### config.mk
export PLATFORM = sky130hd
export DESIGN_NAME = capture_ctrl
export DESIGN_NICKNAME = d
export VERILOG_FILES = /design/src/rtl/capture_pkg.sv /design/src/rtl/trig_detect.sv /design/src/rtl/capture_ctrl.sv
export SDC_FILE = /design/constraint.sdc
export NUM_CORES = 1
export LEC_CHECK = 0
export BUFFER_PORTS_ARGS = -buffer_cell sky130_fd_sc_hd__buf_4
export CAP_MARGIN = 5
export CORE_MARGIN = 5
export CORE_UTILIZATION = 35
export DETAILED_ROUTE_END_ITERATION = 8
export GPL_TIMING_DRIVEN = 0
export PLACE_DENSITY = 0.63
export SETUP_SLACK_MARGIN = 0.02
export SLEW_MARGIN = 20
export SYNTH_ARGS = -nofsm -noshare
export SYNTH_HDL_FRONTEND = slang
export SYNTH_SLANG_ARGS = --single-unit
### constraint.sdc
create_clock -name clk -period 8.2 [get_ports clk]
set_clock_uncertainty 0.2 [all_clocks]
set_input_delay 1.64 -clock clk [delete_from_list [all_inputs] [get_ports clk]]
set_output_delay 1.64 -clock clk [all_outputs]
set_load 0.02 [all_outputs]
### src/rtl/capture_pkg.sv
// capture_pkg: definitions shared by the acquisition sequencer and the renderer.
//   cap_state_t  - sequencer state encoding
//   SLOPE_*      - encodings of the trig_rising input
//   mod_step()   - modular add/subtract over a non power-of-2 buffer length.
//                  The renderer's read pointer uses it too.
package capture_pkg;

    typedef enum logic [2:0] {
        IDLE,
        PREFILL,
        WAIT_TRIG,
        POST,
        DONE
    } cap_state_t;

    localparam logic SLOPE_FALL = 1'b0;
    localparam logic SLOPE_RISE = 1'b1;

    // Returns (a + delta) mod depth, or (a - delta) mod depth when sub=1.
    // Requires a < depth and delta <= depth, so one conditional correction
    // is enough and no divider is inferred.
    function automatic logic [31:0] mod_step(input logic [31:0] a,
                                             input logic [31:0] delta,
                                             input logic [31:0] depth,
                                             input logic        sub);
        logic [31:0] r;
        if (sub) begin
            r = (a >= delta) ? a - delta : a + depth - delta;
        end else begin
            r = (a + delta >= depth) ? a + delta - depth : a + delta;
        end
        return r;
    endfunction

endpackage

### src/rtl/trig_detect.sv
// trig_detect: level/slope crossing detector for the capture sequencer.
//   clk, reset       - clock, asynchronous active-low reset
//   clear            - invalidates the stored previous sample (pulsed on PREFILL entry)
//   sample_valid     - qualifies sample
//   sample           - current sample
//   trig_level       - threshold
//   trig_rising      - SLOPE_RISE / SLOPE_FALL
//   hit              - combinational, high for the one valid sample that completes a crossing
module trig_detect
    import capture_pkg::*;
#(
    parameter int DW = 8
) (
    input  logic          clk,
    input  logic          reset,
    input  logic          clear,
    input  logic          sample_valid,
    input  logic [DW-1:0] sample,
    input  logic [DW-1:0] trig_level,
    input  logic          trig_rising,
    output logic          hit
);

    logic [DW-1:0] prev_reg;
    logic          prev_valid_reg;

    // clear wins over a sample in the same cycle. The first sample of a new
    // capture therefore never pairs with data from the previous one.
    always_ff @(posedge clk or negedge reset) begin
        if (!reset) begin
            prev_reg       <= '0;
            prev_valid_reg <= 1'b0;
        end else if (clear) begin
            prev_valid_reg <= 1'b0;
        end else if (sample_valid) begin
            prev_reg       <= sample;
            prev_valid_reg <= 1'b1;
        end
    end

    // Compare the registered previous sample with the live one. The decision
    // is made on the crossing sample itself.
    always_comb begin
        hit = 1'b0;
        if (prev_valid_reg && sample_valid) begin
            case (trig_rising)
                SLOPE_RISE: hit = (prev_reg < trig_level) && (sample >= trig_level);
                SLOPE_FALL: hit = (prev_reg > trig_level) && (sample <= trig_level);
                default:    hit = 1'b0;
            endcase
        end
    end

endmodule

### src/rtl/capture_ctrl.sv
// capture_ctrl: scope acquisition sequencer.
// It keeps a circular pre-trigger history in the frame buffer and waits for a
// level/slope trigger, or forces one after a timeout. It then finishes one
// DEPTH-sample frame and holds it until the renderer acknowledges it.
//   clk, reset                   - clock, asynchronous active-low reset
//   sample_valid, sample         - decimated ADC stream
//   trig_level, trig_rising      - trigger threshold and slope
//   auto_mode, auto_timeout      - force a trigger after auto_timeout WAIT_TRIG samples
//   continuous                   - rearm after frame_ack instead of idling
//   arm, abort, frame_ack        - control pulses
//   wr_en, wr_addr, wr_data      - frame buffer write port (registered)
//   frame_ready, start_addr      - frame complete; address of its oldest sample
//   forced, busy                 - last frame was auto-triggered; not idle
module capture_ctrl
    import capture_pkg::*;
#(
    parameter int DW     = 8,
    parameter int DEPTH  = 640,
    parameter int ADDR_W = 10,
    parameter int PRE    = 64,
    parameter int TO_W   = 16
) (
    input  logic              clk,
    input  logic              reset,
    input  logic              sample_valid,
    input  logic [DW-1:0]     sample,
    input  logic [DW-1:0]     trig_level,
    input  logic              trig_rising,
    input  logic              auto_mode,
    input  logic              continuous,
    input  logic [TO_W-1:0]   auto_timeout,
    input  logic              arm,
    input  logic              abort,
    input  logic              frame_ack,
    output logic              wr_en,
    output logic [ADDR_W-1:0] wr_addr,
    output logic [DW-1:0]     wr_data,
    output logic              frame_ready,
    output logic [ADDR_W-1:0] start_addr,
    output logic              forced,
    output logic              busy
);

    localparam logic [ADDR_W-1:0] PRE_LAST = ADDR_W'(PRE - 1);
    localparam logic [ADDR_W-1:0] POST_LEN = ADDR_W'(DEPTH - PRE - 1);

    cap_state_t        state_reg;
    logic [ADDR_W-1:0] wr_ptr_reg;
    logic [ADDR_W-1:0] cnt_reg;       // PREFILL: samples taken; POST: samples left
    logic [ADDR_W-1:0] trig_addr_reg;
    logic [TO_W-1:0]   to_cnt_reg;

    logic              hit;
    logic              clear_prev;
    logic              wr_now;
    logic              force_now;
    logic [ADDR_W-1:0] ptr_inc;
    logic [ADDR_W-1:0] start_from_trig;
    logic [ADDR_W-1:0] start_from_ptr;

    assign wr_now = sample_valid && !abort &&
                    (state_reg == PREFILL || state_reg == WAIT_TRIG || state_reg == POST);
    assign force_now = auto_mode && (to_cnt_reg >= auto_timeout);

    // Every route into PREFILL (arm from IDLE, continuous rearm) starts a fresh history.
    assign clear_prev = !abort && ((state_reg == IDLE && arm) ||
                                   (state_reg == DONE && frame_ack && continuous));

    assign ptr_inc         = ADDR_W'(mod_step(32'(wr_ptr_reg), 32'd1, DEPTH, 1'b0));
    assign start_from_trig = ADDR_W'(mod_step(32'(trig_addr_reg), PRE, DEPTH, 1'b1));
    assign start_from_ptr  = ADDR_W'(mod_step(32'(wr_ptr_reg), PRE, DEPTH, 1'b1));

    trig_detect #(.DW(DW)) u_trig (
        .clk          (clk),
        .reset        (reset),
        .clear        (clear_prev),
        .sample_valid (sample_valid),
        .sample       (sample),
        .trig_level   (trig_level),
        .trig_rising  (trig_rising),
        .hit          (hit)
    );

    always_ff @(posedge clk or negedge reset) begin
        if (!reset) begin
            state_reg     <= IDLE;
            wr_ptr_reg    <= '0;
            cnt_reg       <= '0;
            trig_addr_reg <= '0;
            to_cnt_reg    <= '0;
            wr_en         <= 1'b0;
            wr_addr       <= '0;
            wr_data       <= '0;
            frame_ready   <= 1'b0;
            start_addr    <= '0;
            forced        <= 1'b0;
            busy          <= 1'b0;
        end else begin
            wr_en       <= wr_now;
            frame_ready <= 1'b0;
            if (wr_now) begin
                wr_addr    <= wr_ptr_reg;
                wr_data    <= sample;
                wr_ptr_reg <= ptr_inc;
            end

            if (abort) begin
                state_reg <= IDLE;
                busy      <= 1'b0;
            end else begin
                case (state_reg)
                    IDLE: begin
                        if (arm) begin
                            state_reg  <= PREFILL;
                            busy       <= 1'b1;
                            wr_ptr_reg <= '0;
                            cnt_reg    <= '0;
                            to_cnt_reg <= '0;
                        end
                    end
                    PREFILL: begin
                        if (sample_valid) begin
                            if (cnt_reg == PRE_LAST) begin
                                state_reg  <= WAIT_TRIG;
                                to_cnt_reg <= '0;
                            end else begin
                                cnt_reg <= cnt_reg + ADDR_W'(1);
                            end
                        end
                    end
                    WAIT_TRIG: begin
                        if (sample_valid) begin
                            if (hit || force_now) begin
                                // A real crossing on the same sample outranks the timeout.
                                trig_addr_reg <= wr_ptr_reg;
                                forced        <= !hit;
                                cnt_reg       <= POST_LEN;
                                if (POST_LEN == '0) begin
                                    state_reg  <= DONE;
                                    start_addr <= start_from_ptr;
                                end else begin
                                    state_reg <= POST;
                                end
                            end else if (to_cnt_reg != '1) begin
                                to_cnt_reg <= to_cnt_reg + TO_W'(1);
                            end
                        end
                    end
                    POST: begin
                        if (sample_valid) begin
                            if (cnt_reg == ADDR_W'(1)) begin
                                state_reg  <= DONE;
                                start_addr <= start_from_trig;
                            end else begin
                                cnt_reg <= cnt_reg - ADDR_W'(1);
                            end
                        end
                    end
                    DONE: begin
                        if (frame_ack) begin
                            if (continuous) begin
                                // Rearm exactly as arm does, so each frame starts at address 0.
                                state_reg  <= PREFILL;
                                wr_ptr_reg <= '0;
                                cnt_reg    <= '0;
                                to_cnt_reg <= '0;
                            end else begin
                                state_reg <= IDLE;
                                busy      <= 1'b0;
                            end
                        end else begin
                            frame_ready <= 1'b1;
                        end
                    end
                    default: begin
                        state_reg <= IDLE;
                        busy      <= 1'b0;
                    end
                endcase
            end
        end
    end

endmodule

# Word-level counts from Yosys, hierarchy flattened
# Index checks and enable logic that the tools add are counted.
[word_totals] register_bits=90 inputBits=41 output_inout_bits=32 wordCells=139
[classes] add_sub_neg=8 order_cmp=7 eq_ne=29 n_mux=50 bitwise=3 n_reduce_logical=28
[ops] operator="10-bit 2-to-1 mux" n=16
[ops] operator="16-bit 2-to-1 mux" n=8
[ops] operator="16-bit case mux with 4 select lines" n=1
[ops] operator="10-bit case mux with 5 select lines" n=1
[ops] operator="3-bit 2-to-1 mux" n=9
[ops] operator="10-bit case mux with 2 select lines" n=1
[ops] operator="10-bit by 7-bit subtractor with 10-bit output (second input constant)" n=2
[ops] operator="2-bit inequality test (second input constant)" n=9
[ops] operator="3-bit inequality test (second input constant)" n=6
[ops] operator="16-bit by 1-bit adder with 16-bit output (second input constant)" n=1
[ops] operator="16-bit >= comparator" n=1
[ops] operator="16-bit inequality test (second input constant)" n=1
[ops] operator="3-bit case mux with 5 select lines" n=1
[ops] operator="4-bit AND reduction" n=3
[ops] operator="10-bit by 1-bit adder with 11-bit output (second input constant)" n=1
[ops] operator="11-bit by 10-bit >= comparator with 1-bit output (second input constant)" n=1
[ops] operator="1-bit 2-to-1 mux" n=11
[ops] operator="11-bit AND reduction" n=1
[ops] operator="10-bit by 1-bit adder with 10-bit output (second input constant)" n=1
[ops] operator="10-bit adder (second input constant)" n=1
[ops] operator="10-bit by 1-bit equality test with 1-bit output (second input constant)" n=1
[ops] operator="10-bit by 6-bit equality test with 1-bit output (second input constant)" n=1
[ops] operator="10-bit by 7-bit >= comparator with 1-bit output (second input constant)" n=1
[ops] operator="1-bit logical AND" n=10
[ops] operator="24 further kinds" n=36

# Depth between registers and ports, before layout
[depth] ltp_word=9 depth_mapped=11 ltp_nobuf=9

# Cells and area by module
# From an unflattened synthesis, not the netlist that was laid out.
[unflattened] hier_cells=634 area_unflattened_um2=5700.5
[modules_own_cells] module="capture_ctrl" instances=1 cells_each=556 area_each_um2=4951.0 seq_area_each_um2=2026.9
[modules_own_cells] module="trig_detect" instances=1 cells_each=78 area_each_um2=749.5 seq_area_each_um2=225.2

# Worst setup path before layout
# OpenSTA, ideal clock, no wires.
[synth_timing] path_type="input to register" from="input auto_timeout[0]" to="register cnt_reg[1]" setup_ps=125 arrival_time_ps=3690 t_required_ps=7875 setup_slack_ps=4185 stages=8 path_buffers=0 cell_sequence="ha_1 -> nand2b_1 -> a2111oi_0 -> o211ai_1 -> a21oi_4 -> nor2_2 -> o31ai_4 -> mux2_2"
[synth_between] elab_chain_len=5
[synth_rtl] item="start: declaration" line="capture_ctrl.sv:31" rtl="input logic [TO_W-1:0] auto_timeout,"
[synth_rtl] item="16-bit >= comparator" line="capture_ctrl.sv:63" rtl="assign force_now = auto_mode && (to_cnt_reg >= auto_timeout);"
[synth_rtl] item="1-bit logical AND" line="capture_ctrl.sv:63"
[synth_rtl] item="1-bit logical OR" line="capture_ctrl.sv:133" rtl="if (hit || force_now) begin"
[synth_rtl] item="2-bit by 1-bit inequality test with 1-bit output (no source line)"
[synth_rtl] item="11-bit AND reduction (no source line)"
[synth_rtl] item="end signal: assignment" line="capture_ctrl.sv:127" rtl="cnt_reg <= cnt_reg + ADDR_W'(1);"
[synth_rtl] item="end signal: assignment" line="capture_ctrl.sv:155" rtl="cnt_reg <= cnt_reg - ADDR_W'(1);"
[synth_rtl] item="end: declaration" line="capture_ctrl.sv:49" rtl="logic [ADDR_W-1:0] cnt_reg;"
# No other way between the ends.
# A chain may end at the register's enable or synchronous reset.

# Worst setup path after layout
[layout_timing] from="input auto_timeout[0]" to="register cnt_reg[2]"
# The elaborated chain is that of the path after synthesis.

==> reports/results.tsv <==
metric	value	unit
worstSetupStartpoint	auto_timeout[0]	
synth_cell_type_count	71	
criticalPathCategory	in2reg	
pin_count	73	
synth_edf_count	0	
nFillCells	1621	
h-tree-depth	3	
ir_drop	0.000153	V
r2r_setup_slack	4.95	ns
hold_class	reg2reg	
largest_register_ffs	16	
grt_max_degree	91	
cts_buffers	9	
track_usage	14.7	%
crit_path_max_fanout	8	
clockBufferDepth	2	
clk_pin_slew	0.07	ns
dpl.hpwl	10200	um
port_buffers	70	
viasPerCell	5.18	
yosys_warnings	0	
ctsHoldBuffers	0	
whs	0.277	ns
rsz0062_at_grt	false	
cp-start-kind	input port	
post_cts_buffers	0	
antenna_found_initial	0	
die_x	138	um
syn_inst	646	
fin_crit	4.17	ns
clock-sinks	90	
crit_slowest_cell	o31ai_4	
cp.arrival	4.22	ns
synth_area_leaders	dfrtp_1 (39%), ha_1 (8.9%), nand2_1 (6.3%)	
p_leak	3.21	nW
drc_errors	0	
r2r-start	to_cnt_reg[0]$_DFFE_PN0P_	
ant_nets	0	
post-place-ws	3.66	ns
reg2reg_to	cnt_reg[2]$_DFFE_PN0P_	
clock_latency	0.36	ns
min_from	wr_addr[2]$_DFFE_PN0P_	
min_period_over_period	50.9	%
routabilityCongestion	0.821	
holdPathEnd	wr_addr[2]$_DFFE_PN0P_	
clockRootBuffer	clkbuf_16	
synth-seq-cells	90	
layout_setup_ws	4.03	ns
final_cells	949	
drtPass1Iterations	5	
syn_nets	728	
vias	4919	
tightestPinTransition	1.05	ns
worstSetupEndpointType	flip-flop	
ys_async_sr_fraction	100	%
drive_gt1_share	18.6	%
crit_required	8.24	ns
tns	0	ns
finalPower	1.58	mW
synthesis.area	0.00574	mm^2
cts_tree	yes	
wirelength	13900	um
dieArea	0.0191	mm^2
synth_top_area_share	39.2	%
max_freq	240	MHz
synth_flop_cell	dfrtp_1	
crit_chain	buf_4 -> ha_1 -> nand2b_1 -> a2111oi_0 -> o211ai_1 -> a21oi_4 -> nor2_2 -> o31ai_4 -> mux2_2	
status	completed	
seqCellArea	0.00225	mm^2
hold_depth	2	
grt.overflow.total	0	
yosysTopAreaCell	dfrtp_1	
relSlewSlack	29.3	%
maxSlewViolCount	0	
multi_input_area	0.00318	mm^2
grt_pass1_vias	4847	
dp.cells	932	
dr.first_iter.drc_count	337	
area_delta_synth_final	19.2	%
cap_violations	0	
synth.avg_cell_area	8.88	um^2
core_area	0.0160	mm^2
cts_resized	0	
grt_pass1_wl	23700	um
yosysSeqAreaShare	39.2	%
start_util	35.9	%
finalNetCount	809	
row_count	46	
hold_viol_final	0	
power.density	232	mW/mm^2
setup_viol	0	
post_drt_wl_per_cell	14.7	um
die_h	138	um
slowest_delay	0.54	ns
rr_worst_depth	9	
## critical path: cells and delay by family
kind | cells | cell delay, ns
and+or+nand+nor | 2 | 0.31
buffers and inverters | 1 | 0.11
AOI/OAI and AO/OA | 4 | 1.50
adders and majority gates | 1 | 0.27
muxes | 1 | 0.39
## cell usage after synthesis, drive strengths merged, types with 11 or more instances
library cell	instances
mux2	26
a21oi	42
inv	42
nor3	16
nor2	53
o211ai	11
dfrtp	90
ha	41
o21ai	26
nand2	97
nand3	26
nand4	11
clkbuf	22
## cell families (layout without fill, tap and decap cells)
kind of cell               Yosys count  count (layout)  share of synthesized area, %
AOI/OAI and AO/OA                  140             140                          16.9
xor gates and xnor gates            13              13                          1.98
adders and majority gates           41              41                          8.94
buffers and inverters               74             160                          5.32
DFF                                 90              90                          39.2
muxes                               29              29                          5.62
other                                0               1                             0
and+or+nand+nor                    259             259                          22.0
## per-layer routing
layer  routed length (um)  vias up  global-route usage [%]
met4                  367        0                    6.29
met5                    0        -                       0
met3                  638       28                    3.07
met2                 6200       97                    22.1
li1                     -     2482                       -
met1                 6710     2312                    20.4
## metrics by stage
step	utilization, %	cell area [um^2]
finish	42.7	6840
global route	42.7	6840
CTS	42.7	6840
detailed placement	40.9	6540
global placement	40.8	6540
floorplan	-	5740
## layout by cell type (no fill, tap or decap), drive strengths merged, types with 4 or more instances in the layout
cell type | Yosys | layout
nand2 | 97 | 97
dfrtp | 90 | 90
buf | 10 | 80
nor2 | 53 | 53
inv | 42 | 45
a21oi | 42 | 42
ha | 41 | 41
clkbuf | 22 | 31
mux2 | 26 | 26
nand3 | 26 | 26
o21ai | 26 | 26
nor3 | 16 | 16
nand4 | 11 | 11
o211ai | 11 | 11
or3 | 10 | 10
nand2b | 10 | 10
o31ai | 9 | 9
nor4 | 8 | 8
xor2 | 7 | 7
xnor2 | 6 | 6
o21a | 5 | 5
and4 | 5 | 5
and3 | 5 | 5
or4 | 5 | 5
a22oi | 5 | 5
o22ai | 4 | 4
o31a | 4 | 4
o2bb2ai | 4 | 4
clkinv | 0 | 4
## layout make-up
class | count | area share [%]
multi-input cells | 482 | 46.5
flip-flops and latches | 90 | 32.9
repair buffers | 70 | 7.74
well taps | 216 | 3.95
clock buffers | 9 | 3.29
inverters | 42 | 2.31
plain buffers | 32 | 2.16
clock inverters | 7 | 1.04
diodes | 1 | 0.0366
## worst max-delay path by stage
stage	to
after CTS	cnt_reg[2]$_DFFE_PN0P_
after global placement	to_cnt_reg[2]$_DFFE_PN0P_
after floorplan	cnt_reg[1]$_DFFE_PN0P_
final	cnt_reg[2]$_DFFE_PN0P_
after detailed placement	cnt_reg[2]$_DFFE_PN0P_
after global routing	to_cnt_reg[2]$_DFFE_PN0P_
## where the power goes
group	internal, mW	total (mW)	leakage, nW	switching, mW
combinational	0.237	0.596	1.86	0.359
clock	0.214	0.412	0.145	0.198
sequential	0.515	0.575	1.21	0.0605
total	0.966	1.58	3.21	0.618
Note: power is estimated with default switching activity, not from simulation.
